File: src/rtl/clk_src_ctrl.sv
// -----------------------------------------------------------------------------
// clk_src_ctrl
//
// Sequenced N-way CPU clock-source controller. Runs entirely on the
// free-running sys_clock and drives one-hot enables for the global clock
// buffers feeding clk_cpu. Every source change goes through
// RUN -> GATE -> WAIT_LOCK -> ENABLE -> RUN: all enables are dropped for
// GAP_CYCLES, the target's synchronised lock must then stay high for
// SETTLE_CYCLES consecutive cycles (or TIMEOUT_CYCLES expire, in which case
// DEFAULT_SRC is used instead), and only then is the target enabled. The CPU
// is held in reset whenever no qualified source is active.
//
// Optional feature (macro CLK_SRC_LOCK_FALLBACK_EN):
//   defined   - lock loss on the active source in RUN automatically starts a
//               switch to DEFAULT_SRC and pulses switch_err.
//   undefined - lock loss only drops locked / raises cpu_reset; the source
//               stays enabled and recovery follows the lock.
//
// Ports:
//   sys_clock_i   in   1        controller clock, always running
//   reset_i       in   1        synchronous, active-high
//   sel_req_i     in   SEL_W    requested source index
//   sel_valid_i   in   1        request strobe, accepted when sel_ready_o
//   sel_ready_o   out  1        high only in RUN
//   src_locked_i  in   NUM_SRC  per-source lock, asynchronous
//   clk_en_o      out  NUM_SRC  one-hot or all-zero buffer enables
//   sel_active_o  out  SEL_W    index of the currently enabled source
//   locked_o      out  1        enabled source present and synced-locked
//   cpu_reset_o   out  1        registered inverse of locked_o
//   switch_err_o  out  1        one-cycle pulse: rejected request or timeout
// -----------------------------------------------------------------------------
module clk_src_ctrl #(
  parameter int                 NUM_SRC        = 4,
  parameter int                 SEL_W          = 2,
  parameter int                 DEFAULT_SRC    = 0,
  parameter logic [NUM_SRC-1:0] ALWAYS_LOCKED  = {{(NUM_SRC-1){1'b0}}, 1'b1},
  parameter int                 GAP_CYCLES     = 8,
  parameter int                 SETTLE_CYCLES  = 1024,
  parameter int                 TIMEOUT_CYCLES = 65536
) (
  input  logic               sys_clock_i,
  input  logic               reset_i,
  input  logic [SEL_W-1:0]   sel_req_i,
  input  logic               sel_valid_i,
  output logic               sel_ready_o,
  input  logic [NUM_SRC-1:0] src_locked_i,
  output logic [NUM_SRC-1:0] clk_en_o,
  output logic [SEL_W-1:0]   sel_active_o,
  output logic               locked_o,
  output logic               cpu_reset_o,
  output logic               switch_err_o
);

  localparam int CNT_W = $clog2(TIMEOUT_CYCLES + 1);
  localparam int IDX_N = 1 << SEL_W;

  localparam logic [SEL_W-1:0] DEF_SEL    = SEL_W'(DEFAULT_SRC);
  localparam logic [CNT_W-1:0] GAP_LAST   = CNT_W'(GAP_CYCLES - 1);
  localparam logic [CNT_W-1:0] SETTLE_TGT = CNT_W'(SETTLE_CYCLES);
  localparam logic [CNT_W-1:0] TMO_LAST   = CNT_W'(TIMEOUT_CYCLES - 1);
  localparam logic [CNT_W-1:0] CNT_MAX    = '1;

  typedef enum logic [1:0] {
    ST_RUN,
    ST_GATE,
    ST_WAIT_LOCK,
    ST_ENABLE
  } state_e;

  state_e             state_q;
  logic [SEL_W-1:0]   target_q;
  logic [CNT_W-1:0]   cnt_q;      // gap length in GATE, timeout in WAIT_LOCK
  logic [CNT_W-1:0]   settle_q;
  logic [NUM_SRC-1:0] clk_en_q;
  logic [SEL_W-1:0]   sel_active_q;
  logic               locked_q;
  logic               cpu_reset_q;
  logic               switch_err_q;
  logic [NUM_SRC-1:0] sync1_q;
  logic [NUM_SRC-1:0] sync2_q;

  // Lock vector widened to every encodable index, so out-of-range
  // indices read as unlocked instead of indexing past the vector.
  logic [IDX_N-1:0]   lk_ext;
  logic               lk_active;
  logic               lk_target;

  logic [CNT_W-1:0]   settle_d;
  logic               start_d;
  logic [SEL_W-1:0]   target_d;
  logic               err_d;

  function automatic logic [NUM_SRC-1:0] onehot(input logic [SEL_W-1:0] idx);
    logic [NUM_SRC-1:0] oh;
    for (int i = 0; i < NUM_SRC; i++) begin
      oh[i] = (idx == SEL_W'(i));
    end
    return oh;
  endfunction

  function automatic logic [CNT_W-1:0] sat_inc(input logic [CNT_W-1:0] v);
    return (v == CNT_MAX) ? v : v + 1'b1;
  endfunction

  // Two-flop synchroniser for the asynchronous lock inputs.
  // NOTE: sequential state is always assigned with <= so every flop samples
  // the pre-edge value of its neighbours, which is what makes this a 2-stage
  // chain instead of a single wire.
  always_ff @(posedge sys_clock_i) begin
    if (reset_i) begin
      sync1_q <= '0;
      sync2_q <= '0;
    end else begin
      sync1_q <= src_locked_i;
      sync2_q <= sync1_q;
    end
  end

  // NOTE: every signal written here gets a default first, so no path through
  // the block leaves a value held over and no latch is inferred.
  always_comb begin
    lk_ext                = '0;
    lk_ext[NUM_SRC-1:0]   = ALWAYS_LOCKED | sync2_q;
    lk_active             = lk_ext[sel_active_q];
    lk_target             = lk_ext[target_q];
    settle_d              = lk_target ? sat_inc(settle_q) : '0;

    // Decision taken in RUN. A real switch request has priority over a
    // simultaneous lock loss.
    start_d  = 1'b0;
    target_d = sel_req_i;
    err_d    = 1'b0;
    if (sel_valid_i && (32'(sel_req_i) >= 32'(NUM_SRC))) begin
      err_d = 1'b1;
    end else if (sel_valid_i && (sel_req_i != sel_active_q)) begin
      start_d = 1'b1;
    end
`ifdef CLK_SRC_LOCK_FALLBACK_EN
    else if (!lk_active) begin
      start_d  = 1'b1;
      target_d = DEF_SEL;
      err_d    = 1'b1;
    end
`endif
  end

  always_ff @(posedge sys_clock_i) begin
    if (reset_i) begin
      state_q      <= ST_RUN;
      target_q     <= DEF_SEL;
      cnt_q        <= '0;
      settle_q     <= '0;
      clk_en_q     <= onehot(DEF_SEL);
      sel_active_q <= DEF_SEL;
      locked_q     <= 1'b0;
      cpu_reset_q  <= 1'b1;
      switch_err_q <= 1'b0;
    end else begin
      switch_err_q <= 1'b0;
      case (state_q)
        ST_RUN: begin
          switch_err_q <= err_d;
          if (start_d) begin
            target_q    <= target_d;
            clk_en_q    <= '0;
            locked_q    <= 1'b0;
            cpu_reset_q <= 1'b1;
            cnt_q       <= '0;
            settle_q    <= '0;
            state_q     <= ST_GATE;
          end else begin
            locked_q    <= lk_active;
            cpu_reset_q <= ~lk_active;
          end
        end

        ST_GATE: begin
          if (cnt_q == GAP_LAST) begin
            cnt_q   <= '0;
            state_q <= ST_WAIT_LOCK;
          end else begin
            cnt_q <= sat_inc(cnt_q);
          end
        end

        ST_WAIT_LOCK: begin
          settle_q <= settle_d;
          if (settle_d == SETTLE_TGT) begin
            state_q <= ST_ENABLE;
          end else if (cnt_q == TMO_LAST) begin
            // Target never qualified: fall back to the always-locked default.
            target_q     <= DEF_SEL;
            switch_err_q <= 1'b1;
            state_q      <= ST_ENABLE;
          end else begin
            cnt_q <= sat_inc(cnt_q);
          end
        end

        ST_ENABLE: begin
          // locked/cpu_reset are refreshed by the first RUN cycle after this.
          clk_en_q     <= onehot(target_q);
          sel_active_q <= target_q;
          state_q      <= ST_RUN;
        end

        default: begin
          state_q <= ST_RUN;
        end
      endcase
    end
  end

  assign sel_ready_o  = (state_q == ST_RUN);
  assign clk_en_o     = clk_en_q;
  assign sel_active_o = sel_active_q;
  assign locked_o     = locked_q;
  assign cpu_reset_o  = cpu_reset_q;
  assign switch_err_o = switch_err_q;

endmodule

File: config.mk
export PLATFORM = sky130hd
export DESIGN_NAME = clk_src_ctrl
export DESIGN_NICKNAME = d
export VERILOG_FILES = /design/src/rtl/clk_src_ctrl.sv
export SDC_FILE = /design/constraint.sdc
export NUM_CORES = 1
export LEC_CHECK = 0
export ABC_CLOCK_PERIOD_IN_PS = 2610
export CAP_MARGIN = 15
export CORE_MARGIN = 3
export CORE_UTILIZATION = 50
export CTS_CLUSTER_DIAMETER = 30
export DETAILED_ROUTE_END_ITERATION = 10
export GPL_TIMING_DRIVEN = 0
export PLACE_DENSITY = 0.71
export SLEW_MARGIN = 10
export SYNTH_ARGS = -nofsm -noshare
export SYNTH_HDL_FRONTEND = slang
export SYNTH_SLANG_ARGS = --single-unit
File: constraint.sdc
create_clock -name sys_clock_i -period 2.61 [get_ports sys_clock_i]
set_clock_uncertainty 0.05 [all_clocks]
set_input_delay 0.6525 -clock sys_clock_i [delete_from_list [all_inputs] [get_ports sys_clock_i]]
set_output_delay 0.6525 -clock sys_clock_i [all_outputs]
set_load 0.02 [all_outputs]
# Yosys cells after proc, flatten, opt, wreduce, memory -nomap -nowiden
# Index checks and enable logic that the tools add are counted.
[word_totals] regBits=55 input_bits=9 output_inout_bits=10 wordCells=75
[classes] addsub=2 magnitude_cmp=2 n_eq_ne=18 n_mux=28 bitwise_logic=2 reduce_logical=12
[op_table] operator="$mux W17" count=7
[op_table] operator="$pmux W17 S3" count=1
[op_table] operator="$add A17 B1 Y17 const B" count=2
[op_table] operator="$eq A17 B17 Y1 const B" count=2
[op_table] operator="$pmux W17 S2" count=1
[op_table] operator="$eq A17 B11 Y1 const B" count=1
[op_table] operator="$eq A17 B16 Y1 const B" count=1
[op_table] operator="$eq A17 B3 Y1 const B" count=1
[op_table] operator="$mux W2" count=7
[op_table] operator="$eq A2 B2 Y1 const B" count=4
[op_table] operator="$ne A2 B2 Y1 const B" count=4
[op_table] operator="$pmux W2 S4" count=1
[op_table] operator="$pmux W4 S2" count=1
[op_table] operator="$reduce_and A4 Y1" count=2
[op_table] operator="$lt A2 B3 Y1 const B" count=2
[op_table] operator="$mux W1" count=6
[op_table] operator="$bmux W1 S2" count=2
[op_table] operator="$eq A2 B1 Y1 const B" count=2
[op_table] operator="$logic_not A2 Y1" count=2
[op_table] operator="$mux W4" count=1
[op_table] operator="$pmux W2 S2" count=1
[op_table] operator="$reduce_and A2 Y1" count=2
[op_table] operator="$reduce_bool A2 Y1" count=2
[op_table] operator="$ne A3 B3 Y1 const B" count=1
[op_table] operator="7 further kinds" count=8

# Longest topological paths before layout
[depth] depth_word=6 mapped_depth=12 mapped_depth_nobuf=9

# Least setup slack after synthesis
# No wires, ideal clock.
[synth_timing] kind="register -> register" from="register settle_q[0]" to="register cnt_q[12]" setup_time_ns=0.119 arrival_ns=2.525 required_ns=2.441 setup_slack_ns=-0.083 path_stages_with_launch=11 n_path_buf=1 synth_period_minus_slack_ns=2.693 path_cell_list="dfxtp_1 -> ha_1 -> nand3_1 -> nor4_2 -> mux2_2 -> nor4b_4 -> nand4_2 -> o21ai_2 -> buf_6 -> nor3_1 -> o221a_2"
[synth_between] elab_chain_cells=6 elab_cells_between_ends=7 classes_between="add/sub (1); eq/ne (3); mux (2); reduce/logical (1)"
[synth_rtl] item="start, declared" line="73" source="logic [CNT_W-1:0] settle_q;"
[synth_rtl] item="start signal, assigned" line="187" source="settle_q <= settle_d;"
[synth_rtl] item="$add A17 B1 Y17 / $eq A17 B17 Y1 (equally long branches)" line="102" source="return (v == CNT_MAX) ? v : v + 1'b1;"
[synth_rtl] item="$mux W17 (*)" line="102"
[synth_rtl] item="$mux W17 (*)" line="126" source="settle_d = lk_target ? sat_inc(settle_q) : '0;"
[synth_rtl] item="$eq A17 B11 Y1 (*)" line="188" source="if (settle_d == SETTLE_TGT) begin"
[synth_rtl] item="$ne A2 B2 Y1 (no source line) (*)"
[synth_rtl] item="$reduce_and A4 Y1 (no source line) (*)"
[synth_rtl] item="end signal, assigned" line="182" source="cnt_q <= sat_inc(cnt_q);"
[synth_rtl] item="end signal, assigned" line="196" source="cnt_q <= sat_inc(cnt_q);"
[synth_rtl] item="end, declared" line="72" source="logic [CNT_W-1:0] cnt_q;"
# Mark *: on every way between the ends. The rest lies on a longest branch, timed or not.
# A chain may end at the register's enable or synchronous reset.

# Worst setup path after layout
[layout_timing] from="register settle_q[0]" to="register cnt_q[14]"
# Same word-level chain as after synthesis.

==> flow_summary.ini <==
[synthesis]
yosys.cell_types.count = 64
synth.area.top_cells = sky130_fd_sc_hd__dfxtp_1 (32%), sky130_fd_sc_hd__a21oi_1 (7.0%), sky130_fd_sc_hd__o21ai_0 (5.3%), sky130_fd_sc_hd__nor2_1 (4.7%), sky130_fd_sc_hd__nand3_1 (2.9%)
postSynthRegisterBits = 53
synth_area_leader_cell = sky130_fd_sc_hd__dfxtp_1
synthesis.nets = 435
syn-mean-instance-area_sq_um = 7.88
ys_dominant_reg_cell = sky130_fd_sc_hd__dfxtp_1
post_synth_instance_area_sq_um = 3310
synth_sequential_area_ratio = 0.321
synthDominantCellAreaShare = 0.321
syn_inst = 420
yosys_warnings = 0
synth_edf_count = 0
asyncSetResetFlopFracSynth = 0

[floorplanning]
pin_count = 19
die_width_um = 87.4
core.rowCount = 29
dieArea_sq_um = 7630
fp.coreArea_sq_um = 6390
die_h_um = 87.4
start_util = 0.518

[clock_network]
htree_levels = 2
cts_stage_hold_buffer_count = 0
cts_root_buffer = sky130_fd_sc_hd__clkbuf_8
tritoncts = yes
cts-root-to-sink-buffers = 2
cts_buffers = 5
worst_skew_pair_latency_ns = 0.33
cts_num_sinks = 53
cts.clk_slew.worst_paths_ns = 0.11

[timing]
setup_failing_eps_final = 12
max_slew.worst_pin.slew_ns = 0.727
timing.setup.tns_ns = -0.434
max-slew-margin-rel = 0.510
fmaxAchievable_ghz = 0.372
final.min_clock_period_ns = 2.69
rsz_0062_raised_after_global_routing = true
layout_worst_path_cycle_share = 1.03
hold_ws_ns = 0.399
slew_violations = 0
setup_ws_ns = -0.0800
final_hold_violating_endpoints = 0

[cells_and_area]
final_net_count = 496
most-common-layout-cells = sky130_fd_sc_hd__a21oi_1 (43), sky130_fd_sc_hd__dfxtp_1 (42), sky130_fd_sc_hd__nor2_1 (36), sky130_fd_sc_hd__buf_4 (36), sky130_fd_sc_hd__o21ai_0 (23)
stdcell_area_sq_um = 4320
most_common_library_cell_in_the_layout_ignoring_fill_and_taps = sky130_fd_sc_hd__a21oi_1
finish.cell_count_without_fillers = 559
drive_above_1_share = 0.290
antenna_cells = 0
areaGrowthSynthToFinish_pct = 30.6

[placement]
final_weighted_congestion_of_routability_driven_global_placement = 0.948
numPortBuffers = 17
dp.final_hpwl_mm = 6.36
postPlaceCellArea_sq_um = 3580
post-place-cells = 514

[worst_setup_path]
crit_required_ns = 2.81
worstSetupEndpointType = flip-flop
critPathKind = reg -> reg
worst_setup_path_start_kind = flip-flop
timing.critical_path.arrival_ns = 2.89
worstPathMaxFanout = 6

[drt]
routed-via-count = 3628
avgViaCountPerCell = 6.49
detail_route.iter0.violations = 440
finalWirelength_mm = 10.1
detail_route.drc_violations = 0
ant_nets = 0
drt-wirelength-per-cell_um = 18.0
drtPass1Iterations = 5

[grt]
grt_max_degree = 20
gr-usage-met1 = 0.336
gr-usage-met2 = 0.384
wire_length_of_the_first_global_routing_pass_mm = 15.1
antenna_found_initial = 0
track_usage = 0.245
grt_remaining_overflow = 0
gr-usage-met3 = 0.0360
first_global_vias = 3144
grt.busiest_layer = met2

[status]
status = finished with violations
violated_checks = negative setup slack

[pwr]
cellPowerDensity_nw_per_um2 = 607
max-vdd-ir-drop_uv = 425
p_leak_nw = 1.58

[job]
cap_violations = 0

[min_path]
worstHoldPathType = reg -> reg
## final cells by class
type,instances,area [sq um]
Clock inverter,3,28.8
Inverter,9,33.8
Clock buffer,5,68.8
Buffer,27,190
Tap cell,77,96.3
Timing Repair Buffer,56,490
Sequential cell,53,1080
Multi-Input combinational cell,329,2330
Fill cell,500,2060
## routing by layer
layer	wire length, um	vias to the layer above	share of wire
li1	-	1699	-
met1	4420	1712	0.44
met2	4680	177	0.46
met3	665	40	0.066
met4	310	0	0.031
met5	0	-	0
## final timing paths
path / depth (start not counted) / endpoint / slack (ns) / from
hold reg to reg: 1 / sync2_q[3]$_SDFF_PP0_ / 0.40 / sync1_q[3]$_SDFF_PP0_
hold / removal: 1 / sync2_q[3]$_SDFF_PP0_ / 0.40 / sync1_q[3]$_SDFF_PP0_
setup reg to reg: 11 / cnt_q[14]$_SDFFE_PP0P_ / -0.08 / settle_q[0]$_SDFFE_PP0P_
setup / recovery: 11 / cnt_q[14]$_SDFFE_PP0P_ / -0.08 / settle_q[0]$_SDFFE_PP0P_
## power breakdown
group	switching (mW)	internal [mW]
sequential	0.0416	0.858
combinational	0.703	0.516
clock	0.305	0.201
## cell usage after synthesis (all sizes together), types with 2 or more instances
cell / n
a31oi: 8
o31ai: 3
nand3: 22
and4: 6
o21ai: 38
nor3b: 3
buf: 12
nor4b: 4
and2: 5
clkbuf: 17
nand4: 15
or4b: 3
nor2b: 10
a311oi: 3
inv: 9
or3: 5
a41oi: 4
dfxtp: 53
mux2i: 6
a21oi: 46
nor4: 7
nor3: 16
a31o: 2
nor2: 41
o211ai: 4
xnor2: 4
o21a: 3
a22oi: 3
or4: 10
nand2: 24
o2111ai: 3
ha: 6
nand2b: 4
nand4b: 2
or2: 3
and3: 4
## kinds of logic (layout without fill, tap and decap cells)
family | Yosys count | count (layout) | share of synthesized area
adders and majority gates | 6 | 6 | 0.0227
and+or+nand+nor | 186 | 186 | 0.336
DFF | 53 | 53 | 0.321
AOI/OAI and AO/OA | 126 | 126 | 0.233
xor gates and xnor gates | 4 | 4 | 0.0106
muxes | 7 | 7 | 0.0216
buffers and inverters | 38 | 100 | 0.0560
## flip-flops by register name, indices dropped and copies added (netlist names)
register      flops
sync1_q           3
cnt_q            17
sync2_q           3
locked_o          1
state_q           2
target_q          2
cpu_reset_o       1
sel_active_o      2
clk_en_o          4
settle_q         17
switch_err_o      1
## critical path, stage by stage, from the launching register on
cell,delay [ns]
sky130_fd_sc_hd__dfxtp_4,0.37
sky130_fd_sc_hd__buf_4,0.14
sky130_fd_sc_hd__nand4_1,0.25
sky130_fd_sc_hd__nor4_2,0.36
sky130_fd_sc_hd__xnor2_1,0.19
sky130_fd_sc_hd__nor4b_4,0.26
sky130_fd_sc_hd__nand4_2,0.19
sky130_fd_sc_hd__o21ai_4,0.26
sky130_fd_sc_hd__buf_6,0.16
sky130_fd_sc_hd__buf_8,0.12
sky130_fd_sc_hd__o21ai_1,0.08
sky130_fd_sc_hd__a21oi_1,0.17
## timing repair
action                                 4_1_cts  5_1_grt
buffers inserted                            15       23
endpoints found under the hold margin        0        0
resized for setup                           36       77
setup endpoints to repair                   27       36
cloned                                       1        1
pin swaps                                    9       38
## per-stage QoR
| stage | util | total power [mW] | setup WS, ns |
|---|---|---|---|
| after floorplan | - | 1.55 | 0.00922 |
| after global placement | 0.561 | 1.81 | -0.517 |
| after detailed placement | 0.561 | 1.83 | -0.547 |
| after CTS | 0.614 | 2.41 | 0.00122 |
| after global routing | 0.677 | 2.78 | -0.167 |
| final | 0.677 | 2.63 | -0.0800 |
Power figures use the tool's default switching activity.
==> variant (config.mk and constraints unchanged) <==
Set the parameter `TIMEOUT_CYCLES` to 131072 (it was 65536).
--- a/src/rtl/clk_src_ctrl.sv
+++ b/src/rtl/clk_src_ctrl.sv
@@ -36,7 +36,7 @@
   parameter logic [NUM_SRC-1:0] ALWAYS_LOCKED  = {{(NUM_SRC-1){1'b0}}, 1'b1},
   parameter int                 GAP_CYCLES     = 8,
   parameter int                 SETTLE_CYCLES  = 1024,
-  parameter int                 TIMEOUT_CYCLES = 65536
+  parameter int                 TIMEOUT_CYCLES = 131072
 ) (
   input  logic               sys_clock_i,
   input  logic               reset_i,
Check against the original RTL: no difference found for any inputs over 10 cycles, from zero or initial values and one cycle with reset_i high; that may be too few to reach the edited logic, so the function may still have changed.
==> variant against the original RTL <==
  * The run still ends with setup timing left
  * Worst setup slack got worse by 0.15 ns
  * Count of clock-buffer cells in the layout increased by 1
  * Power increased by 11%
  * Wire length decreased by 7.6%
  * Cell area decreased by 3.6%
  * Synthesized cell count decreased by 1.9%
  * Area after synthesis increased by 0.11%
  * Sequential power increased by 3.0%
  * Cell count decreased by 4.5%
  * Sequential cell count increased by 2
  * Die area increased by 0.10%
  * Largest power group unchanged
==> variant: results (changes against the original RTL) <==
Outcome
  – Outcome: finished, violations left
  – Violations in the final reports: setup timing

Synth
  – Syn Nets: 427 (-1.8%)
  – Flip-flop and latch count after synthesis: 55 (+3.8%)
  – Sequential fraction of the synthesis area: 33.23% (+1.2 points)

Final layout
  – Clock Network Area Fraction: 3.123% (+0.87 points)
  – Footprint of the multi-input gates: 2290 um^2 (-1.8%)
  – Register share of the cell area: 26.76% (+1.7 points)
  – Filler cell count: 555 (+11%)
  – Number of buffers outside the clock class in the layout: 63 (-24%)
  – Multi-Input Combinational: 320 (-2.7%)
  – Buffering overhead: 11.86% (-3.9 points)
  – Inverters excl. clock: 11 (+2)

Power
  – Switching component of the power: 1.129 mW (+7.6%)
  – LEAKAGE: 1.539 nW (-2.6%)
  – Maximum vdd drop: 0.6396 mV (+50%)

Timing
  – Setup ws final: -0.2294 ns (-0.1494 ns)
  – Final setup vio count: 20 (+8)
  – Final worst hold slack: 0.3995 ns (+0.0009160 ns)
  – Total negative setup slack: -3.406 ns (-2.972 ns)
  – Tightest slew margin relative to the limit: 55.57% (+4.5 points)

GRT
  – Vias in the first global route: 3188 (+1.4%)
  – Met2 usage in global routing: 41.44% (+3.1 points)

Place
  – Setup slack at placement: -0.7669 ns (-0.2204 ns)
  – GPL Wtd Cong: 0.8762 (-7.6%)
  – Post-DP HPWL: 6085 um (-4.3%)
  – Dpl cell area: 3611 um^2 (+0.77%)

Routing
  – Vias per cell: 6.277 (-3.3%)
  – Routed wire length: 9304 um (-7.6%)
  – Routed length per instance: 17.42 um (-3.3%)
  – Number of DRC markers in iteration 0: 194 (-56%)
  – Length of the first detailed-routing pass in iterations: 4 (-1)

Setup path
  – Terminus of the critical flop-to-flop path: cnt_q[11]
  – Data arrival, critical path: 3.01 ns (+0.12 ns)
  – CP max FO: 9 (+3)

CTS
  – Number of gates resized after CTS: 29 (-19%)
-- variant: changes by cell type in the layout (fill, tap and decap cells not counted), moves of 6 or more --
| cell | delta |
|---|---|
| sky130_fd_sc_hd__a32o_1 | +12 |
| sky130_fd_sc_hd__a21oi_1 | -16 |
| sky130_fd_sc_hd__nand3_1 | -7 |
| sky130_fd_sc_hd__buf_4 | -21 |
| sky130_fd_sc_hd__dfxtp_1 | +6 |
| sky130_fd_sc_hd__nor3b_1 | +7 |
| sky130_fd_sc_hd__or4_1 | -9 |
| sky130_fd_sc_hd__nor3_1 | +8 |
| sky130_fd_sc_hd__nand2_1 | +20 |
| sky130_fd_sc_hd__nor2_1 | -8 |
-- variant: worst max path at each step --
stage,startpoint,to,slack (ns),cells after the start
floorplan,settle_q[0],cnt_q[6],-0.08,11
global route,settle_q[1],cnt_q[6],-0.34,13
finish,settle_q[5],cnt_q[11],-0.23,11
global placement,sel_req_i[1],cnt_q[5],-0.72,10
detailed placement,sel_req_i[1],cnt_q[6],-0.77,10
CTS,settle_q[0],cnt_q[11],-0.30,12
-- variant: kinds of logic after synthesis --
| kind of cell | share of synthesized area, % |
|---|---|
| AND/OR/NAND/NOR | 31.91 |
| AO/OA/AOI/OAI | 23.53 |
| flip-flops | 33.23 |
| buffers and inverters | 4.834 |
| XOR/XNOR | 2.379 |
| multiplexers | 1.850 |
| adder cells (fa/ha/maj) | 2.266 |
-- variant: per-stage QoR --
stage                     utilization (%)  power (mW)
after floorplan                         -       1.691
after global placement              56.54       1.958
after global routing                65.24       3.081
after CTS                           62.30       2.807
after detailed placement            56.54       1.975
final                               65.24       2.916
-- variant: metal layers --
metal	wire [um]	part of all wire, %
met3	444	4.8
met4	169	1.8
met5	0	0
met2	4530	49
met1	4160	45
